<file path="src/rtl/arcade_input_ctrl.sv">
// arcade_input_ctrl
//   Merges PS/2 keyboard events and two MiSTer-style joystick words into
//   registered arcade control outputs, and shapes coin requests into
//   fixed-length pulses separated by a minimum low gap (up to 3 queued).
//
// Parameters
//   COIN_PULSE : coin-high length in clk_sys cycles (1 .. 2^24-1)
//   COIN_GAP   : minimum coin-low time between pulses in cycles (1 .. 2^24-1)
//
// Ports
//   clk_sys   in   system clock, all logic on its rising edge
//   reset     in   synchronous active-high reset
//   ps2_key   in   [10] event toggle, [9] pressed, [8:0] scan code (bit 8 = extended)
//   joy1/joy2 in   [0] right, [1] left, [2] down, [3] up, [4] start1, [5] start2, [6] coin
//   p1_dir    out  {up,down,left,right} for P1
//   p2_dir    out  {up,down,left,right} for P2
//   fire      out  {P2,P1}
//   start     out  {P2,P1}
//   coin      out  shaped coin pulse
//   test      out  service/test key
module arcade_input_ctrl #(
    parameter int unsigned COIN_PULSE = 2000000,
    parameter int unsigned COIN_GAP   = 2000000
) (
    input  logic        clk_sys,
    input  logic        reset,
    input  logic [10:0] ps2_key,
    input  logic [15:0] joy1,
    input  logic [15:0] joy2,
    output logic [3:0]  p1_dir,
    output logic [3:0]  p2_dir,
    output logic [1:0]  fire,
    output logic [1:0]  start,
    output logic        coin,
    output logic        test
);

    localparam logic [1:0] StIdle  = 2'd0;
    localparam logic [1:0] StPulse = 2'd1;
    localparam logic [1:0] StGap   = 2'd2;

    localparam logic [23:0] PulseLoad = 24'(COIN_PULSE - 1);
    localparam logic [23:0] GapLoad   = 24'(COIN_GAP - 1);

    // Joystick bits beyond the coin bit are not used by this board.
    logic unused_joy;
    assign unused_joy = ^{joy1[15:7], joy2[15:7]};

    logic toggle_q;
    logic key_event;
    logic pressed;

    logic key_up1_q, key_down1_q, key_left1_q, key_right1_q;
    logic key_up2_q, key_down2_q, key_left2_q, key_right2_q;
    logic key_space_q, key_ctrl_q, key_fire2_q;
    logic key_f1_q, key_one_q, key_f2_q, key_two_q;
    logic key_five_q, key_six_q, key_test_q;

    logic        coin_src;
    logic        coin_src_q;
    logic        coin_req;
    logic        coin_deq;
    logic [1:0]  pending_q, pending_d;
    logic [1:0]  state_q, state_d;
    logic [23:0] cnt_q, cnt_d;
    logic        coin_q, coin_d;

    assign key_event = ps2_key[10] ^ toggle_q;
    assign pressed   = ps2_key[9];

    // Toggle copy tracks the input even during reset so that a toggle seen
    // while in reset never turns into a key event after release.
    always_ff @(posedge clk_sys) begin
        toggle_q <= ps2_key[10];
    end

    always_ff @(posedge clk_sys) begin
        if (reset) begin
            key_up1_q    <= 1'b0;
            key_down1_q  <= 1'b0;
            key_left1_q  <= 1'b0;
            key_right1_q <= 1'b0;
            key_up2_q    <= 1'b0;
            key_down2_q  <= 1'b0;
            key_left2_q  <= 1'b0;
            key_right2_q <= 1'b0;
            key_space_q  <= 1'b0;
            key_ctrl_q   <= 1'b0;
            key_fire2_q  <= 1'b0;
            key_f1_q     <= 1'b0;
            key_one_q    <= 1'b0;
            key_f2_q     <= 1'b0;
            key_two_q    <= 1'b0;
            key_five_q   <= 1'b0;
            key_six_q    <= 1'b0;
            key_test_q   <= 1'b0;
        end else if (key_event) begin
            // Arrow keys ignore the extended bit so keypad arrows also work.
            case (ps2_key[7:0])
                8'h75:   key_up1_q    <= pressed;
                8'h72:   key_down1_q  <= pressed;
                8'h6B:   key_left1_q  <= pressed;
                8'h74:   key_right1_q <= pressed;
                default: ;
            endcase
            case (ps2_key[8:0])
                9'h029:  key_space_q  <= pressed;
                9'h014:  key_ctrl_q   <= pressed;
                9'h005:  key_f1_q     <= pressed;
                9'h016:  key_one_q    <= pressed;
                9'h006:  key_f2_q     <= pressed;
                9'h01E:  key_two_q    <= pressed;
                9'h02E:  key_five_q   <= pressed;
                9'h036:  key_six_q    <= pressed;
                9'h02D:  key_up2_q    <= pressed;
                9'h02B:  key_down2_q  <= pressed;
                9'h023:  key_left2_q  <= pressed;
                9'h034:  key_right2_q <= pressed;
                9'h01C:  key_fire2_q  <= pressed;
                9'h02C:  key_test_q   <= pressed;
                default: ;
            endcase
        end
    end

    // Coin request on the rising edge of any coin source.
    assign coin_src = key_five_q | key_six_q | joy1[6] | joy2[6];
    assign coin_req = coin_src & ~coin_src_q;
    assign coin_deq = (state_q == StIdle) && (pending_q != 2'd0);

    always_comb begin
        // Request and dequeue in the same cycle cancel, even when full.
        pending_d = pending_q;
        if (coin_deq && !coin_req) begin
            pending_d = pending_q - 2'd1;
        end else if (coin_req && !coin_deq && (pending_q != 2'd3)) begin
            pending_d = pending_q + 2'd1;
        end

        state_d = state_q;
        cnt_d   = cnt_q;
        coin_d  = coin_q;
        case (state_q)
            StIdle: begin
                if (coin_deq) begin
                    state_d = StPulse;
                    cnt_d   = PulseLoad;
                    coin_d  = 1'b1;
                end
            end
            StPulse: begin
                if (cnt_q == 24'd0) begin
                    state_d = StGap;
                    cnt_d   = GapLoad;
                    coin_d  = 1'b0;
                end else begin
                    cnt_d = cnt_q - 24'd1;
                end
            end
            StGap: begin
                if (cnt_q == 24'd0) begin
                    state_d = StIdle;
                end else begin
                    cnt_d = cnt_q - 24'd1;
                end
            end
            default: begin
                state_d = StIdle;
                cnt_d   = 24'd0;
                coin_d  = 1'b0;
            end
        endcase
    end

    always_ff @(posedge clk_sys) begin
        if (reset) begin
            coin_src_q <= 1'b0;
            pending_q  <= 2'd0;
            state_q    <= StIdle;
            cnt_q      <= 24'd0;
            coin_q     <= 1'b0;
        end else begin
            coin_src_q <= coin_src;
            pending_q  <= pending_d;
            state_q    <= state_d;
            cnt_q      <= cnt_d;
            coin_q     <= coin_d;
        end
    end

    always_ff @(posedge clk_sys) begin
        if (reset) begin
            p1_dir <= 4'd0;
            p2_dir <= 4'd0;
            fire   <= 2'd0;
            start  <= 2'd0;
            test   <= 1'b0;
        end else begin
            p1_dir <= {key_up1_q | joy1[3], key_down1_q | joy1[2],
                       key_left1_q | joy1[1], key_right1_q | joy1[0]};
            p2_dir <= {key_up2_q | joy2[3], key_down2_q | joy2[2],
                       key_left2_q | joy2[1], key_right2_q | joy2[0]};
            fire   <= {key_fire2_q, key_space_q | key_ctrl_q};
            start  <= {key_f2_q | key_two_q | joy1[5] | joy2[5],
                       key_f1_q | key_one_q | joy1[4] | joy2[4]};
            test   <= key_test_q;
        end
    end

    assign coin = coin_q;

endmodule

</file>
<file path="config.mk">
export PLATFORM = sky130hd
export DESIGN_NAME = arcade_input_ctrl
export DESIGN_NICKNAME = d
export VERILOG_FILES = /design/src/rtl/arcade_input_ctrl.sv
export SDC_FILE = /design/constraint.sdc
export NUM_CORES = 1
export LEC_CHECK = 0
export CAP_MARGIN = 5
export CORE_UTILIZATION = 56
export CTS_CLUSTER_DIAMETER = 120
export DETAILED_ROUTE_END_ITERATION = 8
export PLACE_DENSITY = 0.95
export SLEW_MARGIN = 10
export SYNTH_ARGS = -nofsm -noshare
export SYNTH_HDL_FRONTEND = slang
export SYNTH_SLANG_ARGS = --single-unit
</file>
<file path="constraint.sdc">
create_clock -name clk_sys -period 5.2 [get_ports clk_sys]
set_clock_uncertainty 0.2 [all_clocks]
set_input_delay 0.78 -clock clk_sys [delete_from_list [all_inputs] [get_ports clk_sys]]
set_output_delay 0.78 -clock clk_sys [all_outputs]
set_load 0.02 [all_outputs]
</file>
==> implementation parameters <==
Parameter                              Value

Outcome
  Run status    finished clean

Clock tree
  Number of buffers added by the clock tree synthesis step    9
  Hold-fix buffer count after cts    0
  CTS HTree Levels    3
  CTS clock-pin slew for the worst setup and hold paths    0.07 ns
  Clock Path Buffers    2
  Clock network latency to the later pin of the worst-skew pair    0.34 ns
  Buffer count from post-CTS setup fixing    0
  Total number of clock tree sinks    62
  Total of cells resized after clock tree synthesis    0
  CTS tree    done
  Root buffer cell    sky130_fd_sc_hd__clkbuf_8

Cells and area
  Fraction of layout cells with a size suffix above 1    0.0938
  Final net count    458
  Synthesis-to-finish area growth    19.5%
  Diodes inserted    0
  Post-route core utilization    0.715
  Count of fill cells added during filler insertion    386
  Final std cells w/o fill    486

Drt
  Remaining number of nets flagged by the antenna check after routing    0
  Overall via count from detail_route    3013
  Initial DRC count    255
  DRT Wirelength    7.69 mm
  TritonRoute pass-1 iters    6
  Vias per std cell    6.20
  Routed len/inst    15.8 µm
  Number of remaining DRC errors    0

Die
  Row count    26
  Area of the core region    5270 µm²
  Die Height    77.0 µm
  Area of the die    5930 µm²
  Die Width    77.0 µm
  Boundary pin count    59
  Starting density of the core    0.598

Worst setup path
  CP max-delay cell    sky130_fd_sc_hd__nor3_1
  Max FO, Critical Path    8
  Worst setup EP type    flop
  Sort of element at the start of the critical path    primary input
  Slowest stage delay, CP    0.74 ns
  Category of the critical setup timing path    in -> reg
  Kind of cell adding the most delay to the critical path    simple AND/OR/NAND/NOR gates
  Required time of the critical path    5.20 ns
  Cell chain of the critical path    clkdlybuf4s50_1, nor3_1, nand4b_1, nor4_1, mux2i_1, nor2_1
  Buffering stage count on the worst path with inverters included    1
  Worst Path Arrival    3.04 ns

Logic synthesis
  Most instantiated flip-flop cell in the synthesis netlist    sky130_fd_sc_hd__dfxtp_1
  Leading area contributor after synthesis    sky130_fd_sc_hd__dfxtp_1
  Post-synthesis cell count    378
  Post-synthesis register bit count    62
  Post-synth net total    425
  Sequential element share of the synthesized area    0.394
  Ys async rst share    0
  Count of flip-flops with a built-in enable after synthesis    0
  Yosys Warn Count    0
  Dominant cells by area after synthesis    sky130_fd_sc_hd__dfxtp_1 (39%), sky130_fd_sc_hd__nor2_1 (8.8%), sky130_fd_sc_hd__mux2i_1 (4.8%)
  Syn_area_per_cell    8.33 µm²
  Post-Synthesis Cell Area    3150 µm²
  Count of cell types in the netlist    61
  Area share of the largest cell type after synthesis    0.394

Power and ir drop
  Static leakage power    1.32 nW
  Power density normalized to cell area    368 nW/µm²
  Peak supply drop    0.000201 V

Place
  DPL Wire Length    5.18 mm
  Number of placed instances with taps included    470
  Final GP Congestion    0.993
  Port Buffers    40

STA
  Total Neg Setup Slack    0 ns
  Endpoints failing setup    0
  Final period demand of the worst path    3.04 ns
  Share of the clock period used by the worst path    0.585
  Max-slew violation count    0
  Worst-margin pin slew    0.934 ns
  Fmax    328 MHz
  Final number of hold-violating endpoints    0
  Max-Slew Margin vs Limit    0.377
  Unrepaired setup endpoints after global routing    no

Flow run
  Max Cap Viol    0

GRT
  First-pass GRT wire length    12.8 mm
  Via count of the first global-routing pass    2852
  Largest net degree at the start of global routing    54
  Initial antenna violation count    0
  Congestion Overflow GR    0
  Global Route Usage Sum    0.269

Min path
  Worst hold path type    reg -> reg
## per-stage QoR
step	hold WS (ns)	total power [mW]	setup slack [ns]	instance area, µm²
floorplan	0.232	0.837	2.86	3150
global placement	0.242	0.908	2.06	3550
detailed placement	0.251	0.926	2.02	3550
CTS	0.261	1.38	2.27	3770
global route	0.287	1.45	2.01	3770
finish	0.259	1.39	2.16	3770
## final timing paths
| path | from | to | slack [ns] | depth (start not counted) |
|---|---|---|---|---|
| worst min-delay path | key_right2_q | key_right2_q | 0.26 | 2 |
| worst max-delay path | ps2_key[0] | key_six_q | 2.16 | 6 |
| worst max register to register | state_q[0] | cnt_q[10] | 2.16 | 6 |
| worst min register to register | key_right2_q | key_right2_q | 0.26 | 2 |
## area by class of cell
cell class,count,area [µm²],share of cell area
clock inverters,6,86.3,0.0229
multi-input cells,291,1800,0.478
clock buffers,10,128,0.0339
well taps,70,87.6,0.0233
repair buffers,40,395,0.105
flip-flops and latches,62,1240,0.330
inverters,7,26.3,0.00698
## tightest hold or removal path, cell delays in order (launching register included)
cell                      delay (ns)
sky130_fd_sc_hd__dfxtp_1        0.32
sky130_fd_sc_hd__nand2_1        0.05
sky130_fd_sc_hd__a21oi_1        0.05
## routing by layer
metal  wire length (µm)  track usage
met5                  0            0
met2               3910        0.470
met1               3070        0.300
met4                240        0.147
met3                470       0.0619
## power breakdown
part | internal, mW | switching, mW
combinational | 0.148 | 0.205
clock | 0.269 | 0.194
sequential | 0.511 | 0.0587
## sequential cells by signal, summed over array words and instances (netlist names), 2 cells and up
signal,count
pending_q,2
p2_dir,4
state_q,2
start,2
fire,2
cnt_q,24
p1_dir,4
## layout by cell type (no fill, tap or decap), types with 6 or more instances in the layout
cell	count
sky130_fd_sc_hd__nor3_1	17
sky130_fd_sc_hd__nand3_1	14
sky130_fd_sc_hd__a21oi_1	25
sky130_fd_sc_hd__nor4_1	8
sky130_fd_sc_hd__o21ai_1	9
sky130_fd_sc_hd__mux2i_1	15
sky130_fd_sc_hd__clkbuf_8	9
sky130_fd_sc_hd__nor2_1	74
sky130_fd_sc_hd__clkdlybuf4s50_1	39
sky130_fd_sc_hd__nand2_1	21
sky130_fd_sc_hd__nor3b_1	6
sky130_fd_sc_hd__inv_1	7
sky130_fd_sc_hd__or3_1	7
sky130_fd_sc_hd__dfxtp_1	62
sky130_fd_sc_hd__o21ai_0	9
sky130_fd_sc_hd__xnor2_1	11
## Yosys cell counts, drive strengths merged, types with 2 or more instances
library cell / number
ha: 2
inv: 7
o21bai: 2
nand3: 14
a2111oi: 4
a311oi: 2
buf: 5
xnor2: 11
nand3b: 3
or3b: 2
a31oi: 3
nand2b: 2
nor2b: 5
nor3: 18
and2: 2
and3: 2
nand4: 5
nor2: 76
o211ai: 3
mux2i: 15
or3: 7
or2: 2
nand2: 24
or4: 3
dfxtp: 62
a21oi: 26
nor3b: 7
nor4b: 2
a211oi: 5
nor4: 13
clkbuf: 13
o41ai: 2
o21ai: 18
## cell families (layout without fill, tap and decap cells)
| family | count (synthesis) | after routing | synth area share |
|---|---|---|---|
| flops | 62 | 62 | 0.394 |
| simple gates | 189 | 189 | 0.326 |
| compound gates | 74 | 74 | 0.160 |
| xor+xnor | 11 | 11 | 0.0306 |
| buf+inv | 25 | 63 | 0.0342 |
| mux | 15 | 15 | 0.0477 |
| fa+ha+maj | 2 | 2 | 0.00794 |
Power figures use the tool's default switching activity.
